--- src/rtl/gem_tx_r_status_decoder.sv ---
// rtl/gem_tx_r_status_decoder.sv - GEM TX descriptor decode, end-of-frame toggle handshake and writeback
module gem_tx_r_status_decoder #(
  parameter int STATUS_TIMEOUT = 4096
) (
  input  logic        clock,
  input  logic        reset,
  input  logic        desc_valid,
  output logic        desc_ready,
  input  logic [31:0] desc_word,
  output logic        cmd_valid,
  input  logic        cmd_ready,
  output logic [13:0] cmd_length,
  output logic        cmd_last,
  output logic        cmd_no_crc,
  input  logic        cmd_done,
  output logic        dma_tx_end_tog,
  input  logic        dma_tx_status_tog,
  input  logic [3:0]  tx_r_status,
  output logic        wb_valid,
  input  logic        wb_ready,
  output logic [31:0] wb_word,
  output logic        used_hit,
  output logic [15:0] frame_count
);

  typedef enum logic [2:0] {S_IDLE, S_CMD, S_XFER, S_WAIT_STAT, S_WB} state_t;

  localparam logic [15:0] TIMEOUT_LAST = 16'(STATUS_TIMEOUT - 1);

  state_t      state;
  state_t      state_nxt;
  logic        wrap_q;
  logic [15:0] timer_q;
  logic        tog_prev_q;

  logic        desc_accept;
  logic        desc_used;
  logic        desc_empty;
  logic        status_edge;
  logic        timer_expired;

  logic        desc_ready_d;
  logic        cmd_valid_d;
  logic        wb_valid_d;
  logic        used_hit_d;
  logic        end_tog_d;
  logic        timer_clr;
  logic        fc_inc;
  logic [31:0] wb_word_d;
  logic        unused_desc_bits;

  assign unused_desc_bits = ^{desc_word[29:17], desc_word[14]};

  assign desc_accept   = desc_valid && (state == S_IDLE);
  assign desc_used     = desc_word[31];
  assign desc_empty    = (desc_word[13:0] == 14'd0);
  assign status_edge   = dma_tx_status_tog ^ tog_prev_q;
  assign timer_expired = (timer_q == TIMEOUT_LAST);

  // Writeback layout: used set, wrap, GEM status remapped to descriptor bits 29:26.
  function automatic logic [31:0] pack_wb(input logic       wrap,
                                          input logic [3:0] st,
                                          input logic       timeout,
                                          input logic       no_crc,
                                          input logic       last,
                                          input logic [13:0] len);
    return {1'b1, wrap, st[1], st[0], st[3] | timeout, st[2], 9'd0,
            no_crc, last, 1'b0, len};
  endfunction

  always_ff @(posedge clock) begin
    if (reset) begin
      state <= S_IDLE;
    end else begin
      state <= state_nxt;
    end
  end

  always_comb begin
    state_nxt = state;
    case (state)
      S_IDLE: begin
        if (desc_accept && !desc_used) begin
          if (!desc_empty) begin
            state_nxt = S_CMD;
          end else if (desc_word[15]) begin
            state_nxt = S_WAIT_STAT;
          end else begin
            state_nxt = S_WB;
          end
        end
      end
      S_CMD: begin
        if (cmd_ready) begin
          state_nxt = S_XFER;
        end
      end
      S_XFER: begin
        if (cmd_done) begin
          state_nxt = cmd_last ? S_WAIT_STAT : S_WB;
        end
      end
      S_WAIT_STAT: begin
        if (status_edge || timer_expired) begin
          state_nxt = S_WB;
        end
      end
      S_WB: begin
        if (wb_ready) begin
          state_nxt = S_IDLE;
        end
      end
      default: state_nxt = S_IDLE;
    endcase
  end

  // Next values for the registered outputs; a zero-length buffer behaves as an immediate cmd_done.
  always_comb begin
    desc_ready_d = (state_nxt == S_IDLE);
    cmd_valid_d  = (state_nxt == S_CMD);
    wb_valid_d   = (state_nxt == S_WB);
    used_hit_d   = desc_accept && desc_used;
    end_tog_d    = dma_tx_end_tog;
    timer_clr    = 1'b0;
    fc_inc       = 1'b0;
    wb_word_d    = wb_word;
    case (state)
      S_IDLE: begin
        if (desc_accept && !desc_used && desc_empty) begin
          if (desc_word[15]) begin
            end_tog_d = ~dma_tx_end_tog;
            timer_clr = 1'b1;
          end else begin
            wb_word_d = pack_wb(desc_word[30], 4'd0, 1'b0, desc_word[16], 1'b0, 14'd0);
          end
        end
      end
      S_XFER: begin
        if (cmd_done) begin
          if (cmd_last) begin
            end_tog_d = ~dma_tx_end_tog;
            timer_clr = 1'b1;
          end else begin
            wb_word_d = pack_wb(wrap_q, 4'd0, 1'b0, cmd_no_crc, 1'b0, cmd_length);
          end
        end
      end
      S_WAIT_STAT: begin
        if (status_edge) begin
          fc_inc    = 1'b1;
          wb_word_d = pack_wb(wrap_q, tx_r_status, 1'b0, cmd_no_crc, 1'b1, cmd_length);
        end else if (timer_expired) begin
          fc_inc    = 1'b1;
          wb_word_d = pack_wb(wrap_q, 4'd0, 1'b1, cmd_no_crc, 1'b1, cmd_length);
        end
      end
      default: ;
    endcase
  end

  // The toggle history loads even under reset so leaving reset never looks like an edge.
  always_ff @(posedge clock) begin
    tog_prev_q <= dma_tx_status_tog;
    if (reset) begin
      desc_ready     <= 1'b1;
      cmd_valid      <= 1'b0;
      wb_valid       <= 1'b0;
      used_hit       <= 1'b0;
      dma_tx_end_tog <= 1'b0;
      wb_word        <= 32'd0;
      frame_count    <= 16'd0;
      cmd_length     <= 14'd0;
      cmd_last       <= 1'b0;
      cmd_no_crc     <= 1'b0;
      wrap_q         <= 1'b0;
      timer_q        <= 16'd0;
    end else begin
      desc_ready     <= desc_ready_d;
      cmd_valid      <= cmd_valid_d;
      wb_valid       <= wb_valid_d;
      used_hit       <= used_hit_d;
      dma_tx_end_tog <= end_tog_d;
      wb_word        <= wb_word_d;
      if (desc_accept) begin
        cmd_length <= desc_word[13:0];
        cmd_last   <= desc_word[15];
        cmd_no_crc <= desc_word[16];
        wrap_q     <= desc_word[30];
      end
      if (timer_clr) begin
        timer_q <= 16'd0;
      end else if (state == S_WAIT_STAT) begin
        timer_q <= timer_q + 16'd1;
      end
      if (fc_inc) begin
        frame_count <= frame_count + 16'd1;
      end
    end
  end

endmodule

--- config.mk ---
export PLATFORM = sky130hd
export DESIGN_NAME = gem_tx_r_status_decoder
export DESIGN_NICKNAME = d
export VERILOG_FILES = /design/src/rtl/gem_tx_r_status_decoder.sv
export SDC_FILE = /design/constraint.sdc
export NUM_CORES = 1
export LEC_CHECK = 0
export CORE_MARGIN = 2
export CORE_UTILIZATION = 47
export DETAILED_ROUTE_END_ITERATION = 8
export GPL_TIMING_DRIVEN = 0
export MAX_ROUTING_LAYER = met4
export PLACE_DENSITY_LB_ADDON = 0.05
export SLEW_MARGIN = 20
export SYNTH_ARGS = -nofsm -noshare
export SYNTH_HDL_FRONTEND = slang
export SYNTH_SLANG_ARGS = --single-unit
--- constraint.sdc ---
create_clock -name clock -period 2.6 [get_ports clock]
set_input_delay 0.52 -clock clock [delete_from_list [all_inputs] [get_ports clock]]
set_output_delay 0.52 -clock clock [all_outputs]
set_load 0.01 [all_outputs]
* After elaboration in Yosys (flattened, before gate mapping) *
Index checks and enable logic that the tools add are counted.

cells by class
  add/subtract/negate cells = 2
  multipliers = 0
  bitwise logic cells = 2
  div/mod/pow operators = 0
  shift operators = 0
  muxes and demuxes = 29
  order comparisons = 0
  reductions and logical operators = 14
  equality and inequality tests = 14

operators with widths
  operator                                                                 count
  32-bit 2-to-1 mux                                                        6
  32-bit one-hot mux with 3 select lines                                   1
  16-bit by 1-bit adder with 16-bit output, second input constant          2
  3-bit 2-to-1 mux                                                         8
  16-bit by 12-bit equality test with 1-bit output, second input constant  1
  3-bit one-hot mux with 5 select lines                                    1
  14-bit zero test                                                         1
  1-bit 2-to-1 mux                                                         11
  2-bit != test, second input constant                                     5
  3-bit by 1-bit equality test with 1-bit output, second input constant    2
  3-bit by 2-bit equality test with 1-bit output, second input constant    2
  3-bit equality test, second input constant                               2
  3-bit zero test                                                          2
  6-bit AND reduction                                                      1
  5-bit AND reduction                                                      1
  1-bit logical AND                                                        4
  1-bit one-hot mux with 2 select lines                                    2
  3-bit != test, second input constant                                     1
  3-bit nonzero test                                                       1
  2-bit by 1-bit != test with 1-bit output, second input constant          1
  2-bit nonzero test                                                       1
  2-bit OR reduction                                                       1
  1-bit zero test                                                          1
  1-bit logical OR                                                         1
  2 further kinds                                                          2

word-level totals
  bits in read-only memories = 0
  word-level logic and storage cells = 75
  input port bits = 43
  bits in writable memories = 0
  output and inout bits = 69
  memories = 0
  bits in latches = 0
  bits in registers = 90

* Depth between registers and ports, before layout *
  depth in word-level cells = 7
  mapped depth = 8
  depth with buffers taken out = 6

* Worst setup path before layout *
Ideal clock, no wire load.

  path type = register to register
  start = register timer_q[12]
  end = register wb_word[27]
  buffers on the path = 1
  setup slack = 299 ps
  period minus slack after synthesis = 2301 ps
  cell stages (with the launch flop) = 7
  arrival time = 2180 ps
  required time = 2479 ps
  library setup time = 121 ps
  cells stage by stage = dfxtp_1 or4_1 or3_4 o211a_1 buf_6 nor3_4 mux2_2

on the way
  longest elaborated chain between the ends = 3

RTL lines
  what                                              line  RTL
  start, declared                                   33    logic [15:0] timer_q;
  start signal, assigned                            193   timer_q <= timer_q + 16'd1;
  16-bit by 12-bit equality test with 1-bit output  58    assign timer_expired = (timer_q == TIMEOUT_LAST);
  3-bit != test (no source line)                    -
  6-bit AND reduction (no source line)              -
  end signal, assigned                              183   wb_word <= wb_word_d;
  end, declared                                     21    output logic [31:0] wb_word,

No other way between the ends.
A chain may end at the register's enable or synchronous reset.

* Final worst setup path *
  start = input cmd_done
  end = register wb_word[8]

on the way
  longest elaborated chain between the ends = 2

RTL lines
  what                                  line  RTL
  start, declared                       15    input logic cmd_done,
  2-bit != test (no source line)        -
  6-bit AND reduction (no source line)  -

No other way between the ends.

==> metrics.md <==
| Metric | Value |
|---|---|
| Dpl cell area | roughly 0.0046 mm^2 |
| Vias in the first global route | 3232 |
| P&R area growth vs syn | 36.41% |
| Final worst setup slack | about 0.15 ns |
| Yosys top cell by area | dfxtp_1 |
| Syn Area/Cell | 8.925 um^2 |
| Die width | 91.70 um |
| Ys flop type | dfxtp_1 |
| Largest net degree at the start of global routing | 15 |
| Core area | approximately 0.0073 mm^2 |
| Yosys warnings | 0 |
| Synthesized flop and latch total | 80 |
| DIE HEIGHT | 91.70 um |
| Gr usage total | 24.17% |
| Pwr Density | 534.9 mW/mm^2 |
| Final Hold Viols | 0 |
| Worst path max stage delay | 0.51 ns |
| Clock latency on the worst-skew pair | 0.35 ns |
| Worst Path Required | ~2.8 ns |
| Buf/Inv on CP | 3 |
| Final setup violation count | 0 |
| Asr flop ratio synth | 0% |
| Number of port buffers | 86 |
| Site Rows | 31 |
| Synth Area in Adders | 0.6923% |
| Drc violations | 0 |
| Synth cell types | 53 |
| Simple-gate share of the synthesized area | 22.43% |
| CTS tree | built |
| Dpl cells | 599 |
| Post-DP HPWL | 6943 um |
| Worst slew pin tran | between 0.5 and 0.6 ns |
| Critical setup path kind | in2reg |
| ANT nets after route | 0 |
| DRT Wirelength | approximately 9800 um |
| # IOs | 112 |
| Synth Area in Compound Gates | 20.87% |
| Die area | roughly 0.0084 mm^2 |
| Status | complete, no violations |
| Total CTS buffers | 9 |
| WL met1 | ~4600 um |
| Crit end category | register |
| CP max-delay cell | clkdlybuf4s50_1 |
| Initial Util | slightly below 50% |
| Initial DRC count | ~170 |
| Initial antenna violation count | 0 |
| Layout Skew | 0.01245 ns |
| Met3 wire length | 559 um |
| Filler Cell Count | 620 |
| Drt via density | 5.647 |
| Most area-consuming cells after synthesis | dfxtp_1 (44%), a21oi_1 (5.3%), nand2_1 (4.8%), a41o_1 (3.9%), o311a_1 (3.9%) |
| Largest family of logic cells by synthesized area | simple AND/OR/NAND/NOR gates |
| Routed length on met2 | 4507 um |
| Leak | between 0.0015 and 0.002 uW |
| Slew Viols, Final | 0 |
| DR pass1 iterations | 5 |
| Tot Pwr | 2638 uW |
| Post-Syn Instances | 405 |
| GP Congestion | 0.9046 |
| Clock sink total | 80 |
| Mux contribution to synthesized area | 1.142% |
| Top delay family on crit path | buffers and inverters |
| Worst VDD drop | 0.3301 mV |
| Synth top area share | 44.31% |
| Xor/xnor share of the synthesized area | 3.877% |
| Fin util | 67.26% |
| H-tree levels | 3 |
| Final period util | 94.23% |
| Global route overflow | 0 |
| Minimum clock period | 2.450 ns |
| Routed WL per cell | 15.85 um |
| Nets | 558 |
| Max-slew headroom | 63.51% |
| Number of flops mapped to enable cells by yosys | 0 |
| Clk root buf | clkbuf_8 |
| Layout cells sized above 1 | 9.073% |
| Crit path max fanout | 10 |
| Min-delay worst type | reg2reg |
| DR top layer | met4 |
| Worst path cell trace | clkdlybuf4s50_1 -> nor2b_1 -> nor3b_1 -> or3_1 -> clkbuf_1 -> clkbuf_2 -> o311a_1 -> a41o_1 |
| Unrepaired setup endpoints after global routing | no |
| Fmax | 408.2 MHz |
| Post-synthesis sequential area ratio | 44.31% |
| Maximum capacitance violations | 0 |
| Worst path arrival time | 2.69 ns |
| First-pass GRT wire length | 16050 um |
| Critical path launch point type | input pin |
| Worst-case clock buffer depth | 2 |
| Non-Filler Instances | slightly above 600 |
| Pre-CTS WS | -0.5674 ns |
| Fin area | 0.004931 mm^2 |
| Synthesized area | 0.003615 mm^2 |
| Ant diodes | 0 |
| Routed via count | 3484 |
| CTS clock-pin slew for the worst setup and hold paths | ~0.09 ns |
-- cells in the final DEF, fill, tap and decap left out, drive strengths merged, types with 5 or more instances in the layout --
cell / n
a41o: 14
o31ai: 10
nand2: 46
clkdlybuf4s50: 86
o311a: 14
xnor2: 11
inv: 7
dfxtp: 80
o21ai: 11
nand3: 14
nand4: 7
conb: 10
and3: 6
a21oi: 38
or4: 10
buf: 20
or3: 11
nor4: 6
nor2: 25
clkbuf: 30
nor3: 8
xor2: 5
-- where the power goes --
group / internal [uW] / switching [uW] / total (uW)
Clock: 571 / 469 / 1040
Sequential: 1250 / 23.7 / 1280
Combinational: 148 / 172 / 320
-- kinds of logic (layout without fill, tap and decap cells) --
logic type | count (synthesis) | in the layout
adders and majority gates | 2 | 2
other | 1 | 10
buffers and inverters | 45 | 149
and+or+nand+nor | 151 | 151
muxes | 4 | 4
DFF | 80 | 80
AOI/OAI and AO/OA | 106 | 106
xor gates and xnor gates | 16 | 16
-- timing repair --
| action | CTS | global route |
|---|---|---|
| gates cloned | 0 | 0 |
| endpoints found under the setup margin | 24 | 29 |
| hold endpoints to repair | 0 | 0 |
| gates resized for setup | 4 | 8 |
| buffers inserted | 3 | 1 |
| pin swaps | 1 | 1 |
| hold buffers | 0 | 0 |
-- Yosys cell counts (2+ instances only) --
cell type	n
clkbuf_1	22
a32o_1	3
a21oi_1	38
or4_1	10
nand3_1	14
xor2_1	5
nand4b_1	2
o311a_1	14
nor2b_1	4
nand2_1	46
nor4_1	6
ha_1	2
or3_1	10
a31oi_1	4
nand4_1	7
xnor2_1	11
o21ai_0	11
a41o_1	14
and3_1	6
and4_1	3
a211oi_1	2
buf_6	4
inv_1	6
buf_4	10
nor2_1	25
mux2i_1	3
o211ai_1	2
dfxtp_1	80
nand2b_1	2
nor3_1	7
o31ai_1	10
-- final timing paths --
check,start,endpoint,slack (ns),depth (start not counted)
max,cmd_done,wb_word[8],0.15,8
max reg2reg,timer_q[12],wb_word[8],0.19,7
min reg2reg,wrap_q,wrap_q,0.46,2
min,wrap_q,wrap_q,0.46,2
-- stage by stage --
step                      hold WS (ns)  TNS, ns
after floorplan                 0.4360        0
after global placement          0.4442   -14.32
after detailed placement        0.4489   -14.92
after CTS                       0.4600        0
after global routing            0.4833        0
final                           0.4620        0
-- tightest hold or removal path, cell delays in order, from the launching register on --
cell and delay, ns:
dfxtp_1 0.32, nand2_1 0.05, a21oi_1 0.05
-- sequential cells by signal, summed over array words and instances, names as in the netlist --
name	cells
used_hit	1
cmd_valid	1
cmd_no_crc	1
wb_valid	1
dma_tx_end_tog	1
timer_q	16
wrap_q	1
tog_prev_q	1
cmd_length	14
wb_word	22
cmd_last	1
state	3
frame_count	16
desc_ready	1
-- layout make-up --
| class | count | area, um^2 | share of cell area [%] |
|---|---|---|---|
| well taps | 99 | 123.9 | 2.512 |
| clock inverters | 6 | 90.09 | 1.827 |
| multi-input cells | 289 | 1852 | 37.55 |
| flip-flops and latches | 80 | 1602 | 32.48 |
| inverters | 7 | 26.28 | 0.5329 |
| plain buffers | 36 | 209.0 | 4.237 |
| clock buffers | 10 | 137.6 | 2.791 |
| repair buffers | 90 | 890.9 | 18.07 |
-- routing by layer --
| metal | global-route usage, % | up-vias |
|---|---|---|
| li1 | - | 1709 |
| met1 | 33.09 | 1667 |
| met2 | 37.32 | 100 |
| met3 | 3.369 | 8 |
| met4 | 7.463 | 0 |
| met5 | - | - |
No activity file was read; power rests on OpenSTA's default activity.
==> variant 1: new RTL, config.mk and constraints unchanged <==
Reset style: asynchronous (`reset`), changed in one clocked block.
--- a/src/rtl/gem_tx_r_status_decoder.sv
+++ b/src/rtl/gem_tx_r_status_decoder.sv
@@ -70,3 +70,3 @@
 
-  always_ff @(posedge clock) begin
+  always_ff @(posedge clock or posedge reset) begin
     if (reset) begin
Function: same outputs for any inputs over 10 cycles, from zero or initial values and one cycle with reset high; that may be too few to reach the edited logic, so the function may still have changed.
==> variant 1 against the original RTL <==
Cell area decreased by 0.76%. Critical path depth down 2. Global-route usage shrank 2.2 points. Synthesized cell count rose by 1.5%. Core utilization shrank 2.9 points. Wire length shrank 9.1%. Via count down 6.9%. Worst setup slack gained 0.035 ns. Hold slack lost 0.0043 ns. Sequential cell count unchanged. Synthesized area rose by 0.38%. Critical endpoint is now frame_count[15]. Largest cell class unchanged. Highest routed layer unchanged.
Power is not compared: it rests on default switching activity, and its combinational part moved more than twofold at a synthesized area within 25%.
==> variant 1: results <==
metrics = {
    "clock_tree": {
        "htree_levels": 3,
    },
    "critical_path": {
        "cp_max_fo": 10,
        "reg2reg_from": "timer_q[2]",
        "ff2ff_setup_slack_ns": 0.26,
        "startpoint": "dma_tx_status_tog",
        "rr_worst_depth": 6,
        "arrival_ns": 2.66,
        "endpoint": "frame_count[15]",
    },
    "route": {
        "drtIter0Drc": 120,
        "routed_wl_mm": 8.887,
        "wl_met2_mm": 4.340,
        "wl_met3_um": 373,
        "wl_per_cell_um": 14.20,
        "via_per_inst": 5.181,
        "wl_met1_mm": 4.057,
    },
    "sta": {
        "clock-skew-final_ns": 0.01142,
        "hold-worst-slack_ns": 0.4578,
        "relSlewSlack": 0.3786,
        "min_period_ns": 2.415,
    },
    "global_routing": {
        "grt_pass1_wl_mm": 14.52,
        "grt_util_met1": 0.2735,
        "use_met3": 0.03287,
        "antenna_found_initial": 0,
        "grt_pass1_vias": 3079,
        "grt.total_usage": 0.2197,
        "grt_max_degree": 14,
        "grtUsageMet2": 0.3652,
    },
    "synth": {
        "synth_xor_area_frac": 0.06241,
        "seq_area_frac_synth": 0.4455,
        "yosysUniqueCellTypes": 60,
        "yosys_warnings": 0,
        "async_flop_share": 0.03750,
        "syn_inst": 411,
        "ys_top_cells_by_area": "dfxtp_1, nand2_1, mux2i_1",
        "synthAdderAreaFrac": 0.006897,
        "synth_compound_area_frac": 0.1038,
        "synthMuxAreaShare": 0.05276,
        "netlist_top_cells_count": "nand2_1, dfxtp_1, nor2_1",
    },
    "layout": {
        "fin_nets": 564,
        "drive_gt1_frac": 0.1031,
    },
    "place": {
        "place_hpwl_mm": 6.542,
        "dp_cells": 608,
        "placed_area_mm2": 0.004651,
        "place.gp.congestion": 0.8346,
        "post-place-ws_ns": -0.3225,
    },
    "worst_hold_path": {
        "hold_class": "reg2reg",
    },
    "run_status": {
        "outcome": "finished clean",
    },
}
==> variant 1: cell count changes in the layout (fill, tap and decap cells not counted), sizes merged, moves of 6 or more <==
cell	delta
o31ai	-8
nand2	+39
nor2	+9
or4	-6
a41o	-14
xor2	+9
mux2i	+15
o311a	-14
a21oi	-7
==> variant 1: logic make-up after synthesis <==
group                    after synthesis
AO/OA/AOI/OAI                         58
XOR/XNOR                              25
adder cells (fa/ha/maj)                2
buffers and inverters                 36
flip-flops                            80
multiplexers                          19
other                                  1
AND/OR/NAND/NOR                      190
==> variant 1: worst min path at each step <==
| stage | from | end | cells after the start |
|---|---|---|---|
| 6_report | wrap_q | wrap_q | 2 |
| 5_1_grt | wrap_q | wrap_q | 2 |
| 4_1_cts | wrap_q | wrap_q | 2 |
| 3_5_place_dp | wb_word[6] | wb_word[6] | 2 |
| 3_3_place_gp | wb_word[12] | wb_word[12] | 2 |
| 2_1_floorplan | wrap_q | wrap_q | 2 |
==> variant 1: cell type report <==
type	count	area [um^2]
Fill cell	698	2714
Clock buffer	12	165.2
Inverter	4	15.01
Buffer	32	198.9
Sequential cell	80	1617
Tap cell	102	127.6
Clock inverter	4	26.28
Timing Repair Buffer	88	875.8
Multi-Input combinational cell	304	1868
==> variant 1: timing repair <==
| action | CTS | global route |
|---|---|---|
| endpoints found under the setup margin | 0 | 25 |
| gates resized for setup | 0 | 5 |
| setup buffers | 0 | 2 |
| hold endpoints to repair | 0 | 0 |
==> variant 1: critical path: stages <==
cell and delay, ns:
clkdlybuf4s50_1 0.62, xor2_1 0.43, o21ai_1 0.20, buf_2 0.23
nor3_1 0.30, mux2_2 0.37
==> variant 1: power by group <==
part           internal [mW]  switching (mW)
Clock                  0.426           0.462
Sequential              1.34          0.0846
Combinational          0.415           0.449
Total                   2.18           0.995
==> variant 2: new RTL, config.mk and constraints unchanged <==
Made on the original files. The parameter `STATUS_TIMEOUT` goes from 4096 to 2048.
--- a/src/rtl/gem_tx_r_status_decoder.sv
+++ b/src/rtl/gem_tx_r_status_decoder.sv
@@ -2,3 +2,3 @@
 module gem_tx_r_status_decoder #(
-  parameter int STATUS_TIMEOUT = 4096
+  parameter int STATUS_TIMEOUT = 2048
 ) (
Check against the original RTL: no difference found for any inputs over 4 cycles, from zero or initial values and one cycle with reset high; that may be too few to reach the edited logic, so the function may still have changed.
==> variant 2 against the original RTL <==
First-iteration DRC count down 20%. Wire length is 1.3% lower. Sequential cell count unchanged. Cell area fell by 0.43%. Core utilization increased by 0.43 points. Combinational power decreased by 13%. Power is 2.4% lower. Register-to-register slack worse by 0.12 ns. Worst setup slack got worse by 0.081 ns. Synthesized area shrank 2.5%. Critical path type is now reg2reg. Highest routed layer unchanged.
==> variant 2: results <==
metrics = {
    "run_status": {
        "outcome": "finished clean",
    },
    "place": {
        "post-place-ws_ns": -0.4787,
        "placed_area_mm2": 0.004559,
        "dp_cells": 623,
        "place_hpwl_mm": 6.872,
        "io_buffers": 87,
    },
    "synth": {
        "netlist_top_cells_count": "dfxtp_1, a21oi_1, nand2_1",
        "yosysUniqueCellTypes": 47,
        "seq_area_frac_synth": 0.4544,
        "syn_inst": 428,
    },
    "route": {
        "via_per_inst": 5.423,
        "drtIter0Drc": 137,
    },
    "layout": {
        "n_fill_cell": 632,
        "drive_gt1_frac": 0.1130,
        "fin_nets": 580,
        "fin_cells": 639,
    },
    "power": {
        "peakVddDrop_v": 0.0003568,
        "p_leak_nw": 1.668,
        "swShare": 0.2433,
    },
    "sta": {
        "clock-skew-final_ns": 0.01163,
        "hold-worst-slack_ns": 0.4599,
        "worst_slack_ns": 0.06865,
    },
    "global_routing": {
        "grt_pass1_vias": 3042,
        "grt_max_degree": 14,
        "grt.total_usage": 0.2296,
    },
    "critical_path": {
        "ff2ff_setup_slack_ns": 0.07,
        "worst_path_max_delay_cell": "or4_1",
    },
    "clock_tree": {
        "post_cts_buffers": 0,
    },
}
[variant 2: power by group through the flow]
stage	sequential, mW	clock, mW	combinational (mW)
2_1_floorplan	1.31	0	0.124
5_1_grt	1.28	1.08	0.301
6_report	1.28	1.02	0.277
3_3_place_gp	1.30	0	0.264
4_1_cts	1.27	1.03	0.269
3_5_place_dp	1.30	0	0.267
[variant 2: metal layers]
layer	GRT usage	vias up	share of wire
li1	-	1703	-
met1	0.3099	1631	0.46
met2	0.3470	117	0.47
met3	0.03673	14	0.056
met4	0.08718	0	0.018
met5	-	-	0
[variant 2: path summary, 6_finish.rpt]
check	endpoint
max	frame_count[9]
min reg2reg	wrap_q
min	wrap_q
max reg2reg	frame_count[9]
[variant 2: cell families after synthesis]
family / synth area share
simple gates: 0.2559
compound gates: 0.1590
flops: 0.4544
buf+inv: 0.06212
xor+xnor: 0.04224
mux: 0.01810
fa+ha+maj: 0.007099
other cells: 0.001064
[variant 2: area by class of cell]
cell class / instances / area, um^2 / share of cell area
Clock inverter: 5 / 80.08 / 0.01631
Buffer: 40 / 217.7 / 0.04434
Timing Repair Buffer: 87 / 870.8 / 0.1774
Inverter: 4 / 15.01 / 0.003058
Sequential cell: 80 / 1605 / 0.3270
Clock buffer: 11 / 141.4 / 0.02880
Tap cell: 99 / 123.9 / 0.02523
Multi-Input combinational cell: 313 / 1856 / 0.3779
[variant 2: repair_timing]
action	in CTS	in global routing
hold endpoints to repair	0	0
resized for setup	7	31
pin swaps	0	5
hold buffers	0	0
setup endpoints to repair	24	40
[variant 2: critical path: cells and delay by family, from the launching register on]
kind / cells / cell delay [ns]
compound gates: 2 / 0.37
buf+inv: 4 / 0.66
flops: 1 / 0.34
simple gates: 3 / 1.02
